## config.mk

```make
export PLATFORM = sky130hd
export DESIGN_NAME = serial_word_collector_flat
export DESIGN_NICKNAME = d
export VERILOG_FILES = /design/src/rtl/serial_word_collector_if.sv /design/src/rtl/serial_word_collector.sv /design/src/flat_wrapper.sv
export SDC_FILE = /design/constraint.sdc
export NUM_CORES = 1
export LEC_CHECK = 0
export CAP_MARGIN = 20
export CORE_UTILIZATION = 42
export DETAILED_ROUTE_END_ITERATION = 10
export GPL_ROUTABILITY_DRIVEN = 0
export PLACE_DENSITY = 0.72
export SYNTH_ARGS = -nofsm -noshare
export SYNTH_HDL_FRONTEND = slang
export SYNTH_SLANG_ARGS = --single-unit
```

## constraint.sdc

```tcl
create_clock -name clk -period 1.2 [get_ports clk]
set_input_delay 0.36 -clock clk [delete_from_list [all_inputs] [get_ports clk]]
set_output_delay 0.36 -clock clk [all_outputs]
set_load 0.01 [all_outputs]
```

## src/rtl/serial_word_collector_if.sv

```systemverilog
// Serial-bit in / parallel-word out bus of serial_word_collector.
// Source-and-consumer side is the master; the collector is the slave.
interface serial_word_collector_if #(
    parameter int unsigned WIDTH = 4
);
    localparam int unsigned CW = $clog2(WIDTH) + 1;

    logic             bit_in;
    logic             bit_valid;
    logic             shift;
    logic             clear;
    logic [WIDTH-1:0] word_out;
    logic             word_valid;
    logic             word_ready;
    logic             overflow;
    logic [CW-1:0]    bit_count;

    modport master (
        output bit_in, bit_valid, shift, clear, word_ready,
        input  word_out, word_valid, overflow, bit_count
    );

    modport slave (
        input  bit_in, bit_valid, shift, clear, word_ready,
        output word_out, word_valid, overflow, bit_count
    );
endinterface

```

## src/rtl/serial_word_collector.sv

```systemverilog
// Assembles WIDTH-bit words from a qualified serial stream (MSB- or LSB-first)
// into a one-entry valid/ready output buffer with a sticky drop flag.
module serial_word_collector #(
    parameter int unsigned WIDTH = 4
) (
    input  logic                   clk,
    input  logic                   rst_n,
    serial_word_collector_if.slave bus
);
    localparam int unsigned      CW       = $clog2(WIDTH) + 1;
    localparam logic [CW-1:0]    LAST_CNT = CW'(WIDTH - 1);

    typedef enum logic {IDLE, COLLECT} col_state_t;
    typedef enum logic {EMPTY, FULL}   buf_state_t;

    col_state_t       col_q, col_d;
    buf_state_t       buf_q, buf_d;
    logic [WIDTH-1:0] acc_q, acc_d;
    logic [CW-1:0]    cnt_q, cnt_d;
    logic             ord_q, ord_d;
    logic [WIDTH-1:0] word_q, word_d;
    logic             ovf_q, ovf_d;

    logic             ins_ord;
    logic [WIDTH-1:0] acc_ins;
    logic             complete;

    always_ff @(posedge clk or negedge rst_n) begin
        if (!rst_n) begin
            col_q  <= IDLE;
            buf_q  <= EMPTY;
            acc_q  <= '0;
            cnt_q  <= '0;
            ord_q  <= 1'b0;
            word_q <= '0;
            ovf_q  <= 1'b0;
        end else begin
            col_q  <= col_d;
            buf_q  <= buf_d;
            acc_q  <= acc_d;
            cnt_q  <= cnt_d;
            ord_q  <= ord_d;
            word_q <= word_d;
            ovf_q  <= ovf_d;
        end
    end

    always_comb begin
        col_d    = col_q;
        buf_d    = buf_q;
        acc_d    = acc_q;
        cnt_d    = cnt_q;
        ord_d    = ord_q;
        word_d   = word_q;
        ovf_d    = ovf_q;
        complete = 1'b0;

        // Bit order is sampled from shift only on the first bit of a word.
        ins_ord = (col_q == IDLE) ? bus.shift : ord_q;
        acc_ins = ins_ord ? {bus.bit_in, acc_q[WIDTH-1:1]}
                          : {acc_q[WIDTH-2:0], bus.bit_in};

        if (bus.clear) begin
            col_d = IDLE;
            cnt_d = '0;
            acc_d = '0;
            ovf_d = 1'b0;
        end else if (bus.bit_valid) begin
            acc_d = acc_ins;
            ord_d = ins_ord;
            if (cnt_q == LAST_CNT) begin
                complete = 1'b1;
                cnt_d    = '0;
                col_d    = IDLE;
            end else begin
                cnt_d = cnt_q + CW'(1);
                col_d = COLLECT;
            end
        end

        // A drain on the completing edge frees the slot for the new word.
        if (complete) begin
            if (buf_q == EMPTY || bus.word_ready) begin
                word_d = acc_ins;
                buf_d  = FULL;
            end else begin
                ovf_d = 1'b1;
            end
        end else if (buf_q == FULL && bus.word_ready) begin
            buf_d = EMPTY;
        end
    end

    assign bus.word_out   = word_q;
    assign bus.word_valid = (buf_q == FULL);
    assign bus.overflow   = ovf_q;
    assign bus.bit_count  = cnt_q;
endmodule

```

## src/flat_wrapper.sv

```systemverilog
// flat-port wrapper written by rule: the top's interface ports become plain ports
module serial_word_collector_flat 
#(
    parameter int unsigned WIDTH = 4
)
  (clk, rst_n, bus_bit_in, bus_bit_valid, bus_shift, bus_clear, bus_word_ready, bus_word_out, bus_word_valid, bus_overflow, bus_bit_count);
  serial_word_collector_if #(.WIDTH(WIDTH)) bus_i ();
  input  logic clk;
  input  logic rst_n;
  input wire logic [$bits(bus_i.bit_in)-1:0] bus_bit_in;
  input wire logic [$bits(bus_i.bit_valid)-1:0] bus_bit_valid;
  input wire logic [$bits(bus_i.shift)-1:0] bus_shift;
  input wire logic [$bits(bus_i.clear)-1:0] bus_clear;
  input wire logic [$bits(bus_i.word_ready)-1:0] bus_word_ready;
  output wire logic [$bits(bus_i.word_out)-1:0] bus_word_out;
  output wire logic [$bits(bus_i.word_valid)-1:0] bus_word_valid;
  output wire logic [$bits(bus_i.overflow)-1:0] bus_overflow;
  output wire logic [$bits(bus_i.bit_count)-1:0] bus_bit_count;
  assign bus_i.bit_in = bus_bit_in;
  assign bus_i.bit_valid = bus_bit_valid;
  assign bus_i.shift = bus_shift;
  assign bus_i.clear = bus_clear;
  assign bus_i.word_ready = bus_word_ready;
  assign bus_word_out = bus_i.word_out;
  assign bus_word_valid = bus_i.word_valid;
  assign bus_overflow = bus_i.overflow;
  assign bus_bit_count = bus_i.bit_count;
  serial_word_collector #(.WIDTH(WIDTH)) u_core (.clk(clk), .rst_n(rst_n), .bus(bus_i));
endmodule
```

==> results of run 1 <==
## sequential cells by signal (all words and copies together), names as in the netlist
| register | flops |
|---|---|
| u_core.bus.bit_count | 3 |
| u_core.acc_q | 4 |
| u_core.ord_q | 1 |
| u_core.col_q | 1 |
| u_core.bus.word_out | 4 |
| u_core.bus.word_valid | 1 |
| u_core.bus.overflow | 1 |
## cell usage after synthesis
cell type and count:
o21bai_1 1, nor3_4 1, ha_1 1, buf_2 2, inv_1 5, mux2i_1 8, o21ai_0 1, a211oi_1 6
mux2i_4 1, nor2_1 6, dfrtp_1 15, a31oi_1 1, nand2_1 1, nand3_1 1, nand2b_1 4, nand3b_1 1
nor2b_1 2, a21oi_1 2, clkbuf_1 1
## power groups by stage
stage | logic [W] | clock network (W) | registers, W
after floorplan | 0.000104 | 0 | 0.000614
after global placement | 0.000247 | 0 | 0.000599
after detailed placement | 0.000251 | 0 | 0.000601
after CTS | 0.000260 | 0.000291 | 0.000590
after global routing | 0.000298 | 0.000307 | 0.000597
final | 0.000271 | 0.000271 | 0.000591
## kinds of logic (layout without fill, tap and decap cells)
| group | count (synthesis) | count (layout) | share of synthesized area (%) |
|---|---|---|---|
| and+or+nand+nor | 16 | 16 | 13.4 |
| muxes | 9 | 9 | 14.9 |
| DFF | 15 | 15 | 54.4 |
| buffers and inverters | 8 | 39 | 4.72 |
| adders and majority gates | 1 | 1 | 1.81 |
| AOI/OAI and AO/OA | 11 | 11 | 10.7 |
## what timing repair did
item,in CTS,in global routing
gates cloned,0,0
setup endpoints to repair,17,13
resized for setup,41,5
pin swaps,1,3
setup buffers,6,2
## layer usage
layer | up-vias | routed length, µm | global-route usage, %
met5 | - | 0 | 0
met1 | 259 | 673 | 23.9
met4 | 0 | 0 | 5.63
li1 | 269 | - | -
met2 | 7 | 692 | 26.2
met3 | 0 | 43 | 6.90
## worst max-delay path: cells and delay by family (launching register included)
kind            cells  cell delay (ps)
mux                 2              530
flops               1              410
compound gates      1              300
## per-stage QoR
step	hold WS [ps]	instance area [µm²]	setup TNS, ps	std cells
after floorplan	64.4	708	0	60
after global placement	485	916	-4650	95
after detailed placement	500	916	-4840	95
after CTS	387	962	-809	105
after global routing	412	998	-1420	107
final	393	998	-886	107
## worst min path at each step
stage / from / endpoint / slack, ps / cells past startpoint
final: rst_n / u_core.bus.word_out[2] / 390 / 2
after global placement: u_core.bus.overflow / u_core.bus.overflow / 490 / 2
after CTS: rst_n / u_core.bus.word_out[2] / 390 / 2
after detailed placement: u_core.bus.overflow / u_core.bus.overflow / 500 / 2
after floorplan: rst_n / u_core.acc_q[0] / 60 / 0
after global routing: rst_n / u_core.acc_q[3] / 410 / 2
## final cells by class
class,count,area (µm²)
tap,16,20.0
timing repair buffer,30,224
clock buffer,4,26.3
inverter,5,18.8
sequential,15,375
fill,120,526
multi-input combinational,37,334
==> impl_results.md, run 1 <==
- Worst setup EP type: register
- 1st-iter DRT viols: 3
- Leak Pwr: ~0.46 nW
- Average size of a mapped cell: around 11 µm²
- Largest stage delay, worst path: roughly 400 ps
- Setup CP Type: reg2reg
- Total CTS buffers: 3
- Critical path required time: 1370 ps
- CTS tree: built
- Die height: about 43 µm
- CTS Buffer Depth: 2
- Detailed-route via count: 535
- Commonest cells after routing, fill and taps aside: dfrtp_1 (15), buf_4 (13), buf_2 (9)
- Mapped Cells: 60
- Count of hold-fix buffers inserted at cts: 0
- ANT nets after route: 0
- Sequential Power Share: between 50% and 60%
- Top fanout value on the critical path: 5
- Setup Skew: around 0.94 ps
- DR DRC count: 0
- Initial DRT Pass Iterations: 3
- P_int: between 0.0008 and 0.0009 W
- H-tree depth: 1
- RSZ-0062 raised after global routing: true
- Max_cap viols: 0
- Period utilisation layout: 112%
- Final hold vios: 0
- # IOs: 16
- Routed WL: roughly 1400 µm
- Initial antenna violation count: 0
- Hold Crit Class: in2async
- Final #Nets: 100
- RR Startpoint: u_core.col_q
- Final Critical Period: 1340 ps
- Slowest stage cell, crit path: dfrtp_1
- Input/output buffers: 15
- Final Core Density: 65.5%
- Synthesis-to-finish area growth: 44.8%
- Crit path capture: u_core.acc_q[0]
- Tot Pwr: around 0.0011 W
- WL/cell: about 13 µm
- Outcome: complete, but fails checks
- Sink Count: 15
- Worst-path clk slew: about 80 ps
- Register area share after synthesis: between 50% and 60%
- Area fraction of the dominant cell type after synthesis: 54.4%
- Critical Path Source Type: register
- Post-Syn Nets: between 60 and 70
- Share of total power in the clock network: 23.9%
- Pin count of the biggest net entering global routing: 17
- # setup viols final: 9
- Avg Vias per Cell: 5.00
- Vias in the first global route: roughly 540
- R2R Setup Slk: -140 ps
- Row count: 14
- Die W: 42.5 µm
- FF+latch count, synth: 15
- Worst EP arrival: ~1500 ps
- Placeable Area: 0.00152 mm²
- Slew Limit Fails: 0
- Clock Root Buffer: clkbuf_4
- Commonest non-fill, non-tap cell in the layout: dfrtp_1
- Crit-path cells: mux2i_4, mux2i_1, a211oi_1
- GRT overflow: 0
- Share of layout cells above drive strength 1: a little over two fifths
- Worst VDD drop: 798 µV
- Final worst slack: -142 ps
- Initial Util: 45.2%
- Switching power: 0.000303 W
- Reg-to-Reg End: u_core.acc_q[0]
- FF-to-FF path depth: 3
- DIE AREA: roughly 0.0018 mm²
- HPWL Detailed: roughly 950 µm
- Yosys cell types: 19
- Cell accounting for the most synthesized area: dfrtp_1
- First-pass GRT wire length: approximately 2300 µm
- Logic pwr share: a little under a quarter
- Synthesis warning total: 0
- Mapped Area: 689 µm²
- Critical path launch point: u_core.col_q
- Slew Limit Headroom: between 70 and 80%
- FMAX: ~740 MHz
- Clock Latency Late Sink: between 200 and 300 ps
- Setup WS pre-CTS: -439 ps
- PwrDens: approximately 1100 mW/mm²
- Slew @ Worst Pin: approximately 330 ps
- ANT cells: 0
- Total track usage: between 10% and 20%
- Synth area leaders: dfrtp_1 (54%), mux2i_1 (12%), a211oi_1 (6.5%), nand2b_1 (3.6%), mux2i_4 (3.3%)
- Failing checks: negative setup slack
- Net Sw Frac: between 20% and 30%
Power figures use the tool's default switching activity.
==> run 2: changes to the inputs <==
--- a/config.mk
+++ b/config.mk
@@ -6,10 +6,12 @@
 export NUM_CORES = 1
 export LEC_CHECK = 0
 export CAP_MARGIN = 20
+export CORE_ASPECT_RATIO = 1.25
 export CORE_UTILIZATION = 42
 export DETAILED_ROUTE_END_ITERATION = 10
 export GPL_ROUTABILITY_DRIVEN = 0
 export PLACE_DENSITY = 0.72
+export RECOVER_POWER = 50
 export SYNTH_ARGS = -nofsm -noshare
 export SYNTH_HDL_FRONTEND = slang
 export SYNTH_SLANG_ARGS = --single-unit
==> impl_results.md, run 2 (same netlist as run 1, synthesis figures left out) <==
- GR Util met1: 26.4% (was 23.9%)
- FMAX: 757 MHz (was 745 MHz)
- Max_cap viols: 0 (unchanged)
- Initial Util: 44.7% (was 45.2%)
- WL/cell: 13.1 µm (was 13.2 µm)
- Row count: 16 (was 14)
- First-pass GRT wire length: 2170 µm (was 2330 µm)
- Failing checks: negative setup slack (unchanged)
- Count of hold-fix buffers inserted at cts: 0 (unchanged)
- Total CTS buffers: 3 (unchanged)
- Final #Nets: 100 (unchanged)
- Initial DRT Pass Iterations: 4 (was 3)
- Worst VDD drop: 765 µV (was 798 µV)
- CTS tree: built (unchanged)
- Placeable Area: 0.00154 mm² (was 0.00152 mm²)
- Initial antenna violation count: 0 (unchanged)
- Setup CP Type: reg2reg (unchanged)
- Net Sw Frac: 27.4% (was 26.7%)
- Worst setup EP type: register (unchanged)
- PwrDens: 1120 mW/mm² (was 1130 mW/mm²)
- CTS Buffer Depth: 2 (unchanged)
- 1st-iter DRT viols: 7 (was 3)
- Top fanout value on the critical path: 4 (was 5)
- Slew Limit Headroom: 74.9% (was 77.7%)
- Critical Path Source Type: register (unchanged)
- Multi-input combinational cell area: 334 µm² (unchanged)
- Final hold vios: 0 (unchanged)
- Avg Vias per Cell: 5.18 (was 5.00)
- P_int: 0.000828 W (was 0.000830 W)
- Total track usage: 17.7% (about the same)
- Vias in the first global route: 478 (was 537)
- Hold Crit Class: in2async (unchanged)
- Met2 Use GR: 25.1% (was 26.2%)
- Share of total power in the clock network: 24.8% (was 23.9%)
- Pin count of the biggest net entering global routing: 17 (unchanged)
- Die height: 47.3 µm (was 42.5 µm)
- Switching power: 0.000313 W (was 0.000303 W)
- Commonest cells after routing, fill and taps aside: dfrtp_1 (15), buf_4 (9), buf_2 (8) (was dfrtp_1 (15), buf_4 (13), buf_2 (9))
- Routed WL: 1430 µm (was 1410 µm)
- Commonest non-fill, non-tap cell in the layout: dfrtp_1 (unchanged)
- Slew @ Worst Pin: 377 ps (was 334 ps)
- HPWL Detailed: 961 µm (was 945 µm)
- DIE AREA: 0.00181 mm² (about the same)
- RSZ-0062 raised after global routing: true (unchanged)
- Synthesis-to-finish area growth: 47.4% (was 44.8%)
- Slew Limit Fails: 0 (unchanged)
- Period utilisation layout: 110% (was 112%)
- Outcome: complete, but fails checks (unchanged)
- Clock Latency Late Sink: 280 ps (was 270 ps)
- ANT cells: 0 (unchanged)
- Leak Pwr: 0.469 nW (was 0.462 nW)
- Grt peak-use layer: met1 (was met2)
- Sink Count: 15 (unchanged)
- Met3 Resource Use GR: 2.84% (was 6.90%)
- Detailed-route via count: 565 (was 535)
- Worst EP arrival: 1530 ps (was 1510 ps)
- Final Core Density: 65.9% (was 65.5%)
- Clock Root Buffer: clkbuf_4 (unchanged)
- Setup Skew: 5.54 ps (was 0.938 ps)
- Setup WS pre-CTS: -418 ps (was -439 ps)
- GRT overflow: 0 (unchanged)
- Final Critical Period: 1320 ps (was 1340 ps)
- Sequential Power Share: 52.0% (was 52.1%)
- DR DRC count: 0 (unchanged)
- ANT nets after route: 0 (unchanged)
- Fillers: 105 (was 120)
- # IOs: 16 (unchanged)
- Sequential Area: 375 µm² (unchanged)
- Input/output buffers: 15 (unchanged)
- Critical path required time: 1410 ps (was 1370 ps)
- Worst-path clk slew: 90 ps (was 80 ps)
- Die W: 38.2 µm (was 42.5 µm)
- Share of layout cells above drive strength 1: 40.7% (was 41.8%)
- Final worst slack: -122 ps (was -142 ps)
- # setup viols final: 11 (was 9)
- Logic pwr share: 23.2% (was 23.9%)
- H-tree depth: 1 (unchanged)
## run 2: per-stage QoR
stage               hold slack (ps)  std cells  TNS, ps  power (W)  instance area [µm²]
global placement                506        100    -4430   0.000848                  941
global route                    547        109    -1760    0.00120                 1020
detailed placement              516        100    -4850   0.000856                  941
CTS                             379        108     -898    0.00113                  968
floorplan                      64.4         60        0   0.000718                  708
finish                          510        109     -939    0.00114                 1020
## run 2: worst max-delay path, stage by stage, from the launching register on
cell and delay [ps]:
dfrtp_1 400, buf_6 120, ha_4 140, nand2b_4 70, nor3_4 290, mux2i_1 230
## run 2: layout make-up
class                      count  area share, %
timing repair buffer          30           23.5
inverter                       5           1.85
multi-input combinational     37           32.9
clock buffer                   4           2.59
tap                           18           2.22
sequential                    15           36.9
## run 2: final timing paths
check	slack, ps	from	to	cells past startpoint
worst max-delay path	-120	u_core.bus.bit_count[0]	u_core.bus.word_out[3]	5
worst min-delay path	510	rst_n	u_core.acc_q[1]	2
worst max register to register	-120	u_core.bus.bit_count[0]	u_core.bus.word_out[3]	5
worst min register to register	520	u_core.bus.word_out[2]	u_core.bus.word_out[2]	2
max in group asynchronous	420	rst_n	u_core.bus.word_out[1]	2
min in group clk	520	u_core.bus.word_out[2]	u_core.bus.word_out[2]	2
## run 2: power by group through the flow
stage / sequential [W] / clock (W) / combinational [W]
5_1_grt: 0.000599 / 0.000315 / 0.000287
3_3_place_gp: 0.000600 / 0 / 0.000249
6_report: 0.000593 / 0.000283 / 0.000264
2_1_floorplan: 0.000614 / 0 / 0.000104
4_1_cts: 0.000592 / 0.000295 / 0.000247
3_5_place_dp: 0.000600 / 0 / 0.000256
## run 2: what timing repair did
| action | in CTS | in global routing |
|---|---|---|
| hold endpoints to repair | 0 | 0 |
| endpoints found under the setup margin | 17 | 14 |
| resized for setup | 40 | 10 |
| buffers inserted | 4 | 1 |
| pin swaps | 3 | 3 |
## run 2: metal layers
metal	vias up	wire (µm)
li1	271	-
met1	275	663
met2	17	682
met3	2	64
met4	0	16
met5	-	0
==> run 3: changes to the inputs <==
--- a/config.mk
+++ b/config.mk
@@ -10,6 +10,7 @@
 export CORE_UTILIZATION = 42
 export DETAILED_ROUTE_END_ITERATION = 10
 export GPL_ROUTABILITY_DRIVEN = 0
+export MAX_ROUTING_LAYER = met4
 export PLACE_DENSITY = 0.72
 export RECOVER_POWER = 50
 export SYNTH_ARGS = -nofsm -noshare
==> impl_results.md, run 3 (same netlist as run 1, synthesis figures left out) <==
- DIE AREA: 0.00181 mm² (unchanged)
- Slew @ Worst Pin: 376 ps (was 377 ps)
- Setup TNS: -939 ps (about the same)
- R2R Setup Slk: -120 ps (about the same)
- Total CTS buffers: 3 (unchanged)
- Routed WL: 1420 µm (was 1430 µm)
- Synthesis-to-finish area growth: 47.4% (unchanged)
- FMAX: 757 MHz (about the same)
- DR DRC count: 0 (unchanged)
- Final #Nets: 100 (unchanged)
- Setup CP Type: reg2reg (unchanged)
- Max_cap viols: 0 (unchanged)
- Clock Root Buffer: clkbuf_4 (unchanged)
- Reg-to-Reg End: u_core.bus.word_out[3] (unchanged)
- CTS tree: built (unchanged)
- Pin count of the biggest net entering global routing: 17 (unchanged)
- Row count: 16 (unchanged)
- ANT cells: 0 (unchanged)
- Non-Filler Instances: 109 (unchanged)
- Initial DRT Pass Iterations: 4 (unchanged)
- First-pass GRT wire length: 2160 µm (was 2170 µm)
- Clock Latency Late Sink: 280 ps (about the same)
- Initial Util: 44.7% (unchanged)
- Detailed-route via count: 568 (was 565)
- Leak Pwr: 0.469 nW (unchanged)
- Initial antenna violation count: 0 (unchanged)
- CTS Buffer Depth: 2 (unchanged)
- Setup Skew: 5.69 ps (was 5.54 ps)
- Slew Limit Headroom: 74.9% (about the same)
- Top fanout value on the critical path: 4 (unchanged)
- Critical path required time: 1410 ps (about the same)
- Die W: 38.2 µm (unchanged)
- Outcome: complete, but fails checks (unchanged)
- Worst EP arrival: 1530 ps (about the same)
- Sink Count: 15 (unchanged)
- Commonest cells after routing, fill and taps aside: dfrtp_1 (15), buf_4 (9), buf_2 (8) (unchanged)
- Critical path launch point: u_core.bus.bit_count[0] (unchanged)
- RR Startpoint: u_core.bus.bit_count[0] (unchanged)
- Placeable Area: 0.00154 mm² (unchanged)
- Worst-path clk slew: 90 ps (about the same)
- Worst setup EP type: register (unchanged)
- Placed cells: 100 (unchanged)
- # IOs: 16 (unchanged)
- WL/cell: 13.1 µm (about the same)
- Input/output buffers: 15 (unchanged)
- Tot Pwr: 0.00114 W (about the same)
- Critical Path Source Type: register (unchanged)
- GRT overflow: 0 (unchanged)
- H-tree depth: 1 (unchanged)
- RSZ-0062 raised after global routing: true (unchanged)
- Final worst slack: -122 ps (about the same)
- Vias in the first global route: 477 (was 478)
- # setup viols final: 11 (unchanged)
- PwrDens: 1120 mW/mm² (about the same)
- Total track usage: 18.3% (was 17.7%)
- Setup WS pre-CTS: -418 ps (unchanged)
- Die height: 47.3 µm (unchanged)
- Worst VDD drop: 765 µV (about the same)
- Share of layout cells above drive strength 1: 40.7% (unchanged)
- 1st-iter DRT viols: 7 (unchanged)
- Final Critical Period: 1320 ps (about the same)
- ANT nets after route: 0 (unchanged)
- Count of hold-fix buffers inserted at cts: 0 (unchanged)
- Commonest non-fill, non-tap cell in the layout: dfrtp_1 (unchanged)
- Slew Limit Fails: 0 (unchanged)
- Avg Vias per Cell: 5.21 (was 5.18)
- FF-to-FF path depth: 5 (unchanged)
- HPWL Detailed: 961 µm (unchanged)
- Failing checks: negative setup slack (unchanged)
- Period utilisation layout: 110% (about the same)
- Hold Crit Class: in2async (unchanged)
- Final hold vios: 0 (unchanged)
-- run 3: cell counts in the layout (fill, tap and decap cells not counted) --
Identical to the previous run, type by type.
-- run 3: through the flow --
stage / hold slack (ps) / instance area [µm²] / utilization [%]
finish: 510 / 1020 / 65.9
global route: 547 / 1020 / 65.9
CTS: 379 / 968 / 62.8
detailed placement: 516 / 941 / 61.0
global placement: 506 / 941 / 61.0
floorplan: 64.4 / 708 / -
-- run 3: repair_timing --
item / CTS / global route
buffers inserted: 4 / 1
pin swaps: 3 / 3
setup endpoints to repair: 17 / 14
gates resized for setup: 40 / 10
cloned: 0 / 0
-- run 3: layout make-up --
type / count / area (µm²)
Clock buffer: 4 / 26.3
Timing Repair Buffer: 30 / 239
Tap cell: 18 / 22.5
Sequential cell: 15 / 375
Fill cell: 105 / 526
Inverter: 5 / 18.8
Multi-Input combinational cell: 37 / 334
-- run 3: worst max-delay path by stage --
stage | end | slack, ps
3_3_place_gp | u_core.bus.word_out[2] | -390
2_1_floorplan | u_core.bus.word_out[0] | 2
3_5_place_dp | u_core.bus.word_out[2] | -420
5_1_grt | u_core.bus.word_out[0] | -190
4_1_cts | u_core.bus.word_out[2] | -110
6_report | u_core.bus.word_out[3] | -120
-- run 3: critical path, stage by stage, from the launching register on --
cell and delay [ps]:
dfrtp_1 400, buf_6 120, ha_4 150, nand2b_4 70, nor3_4 290, mux2i_1 230
-- run 3: layer usage --
layer  vias up  wire [µm]  track usage [%]  share of wire, %
met5         -          0                -                 0
met3         4         64             2.84               4.5
li1        271          -                -                 -
met4         0         24             8.57               1.7
met1       276        660             26.4                46
met2        17        673             25.1                47
-- run 3: power breakdown --
part | switching (W) | total, W | internal (W)
clock | 0.000154 | 0.000283 | 0.000129
combinational | 0.000122 | 0.000264 | 0.000142
sequential | 0.0000361 | 0.000593 | 0.000556
total | 0.000312 | 0.00114 | 0.000828
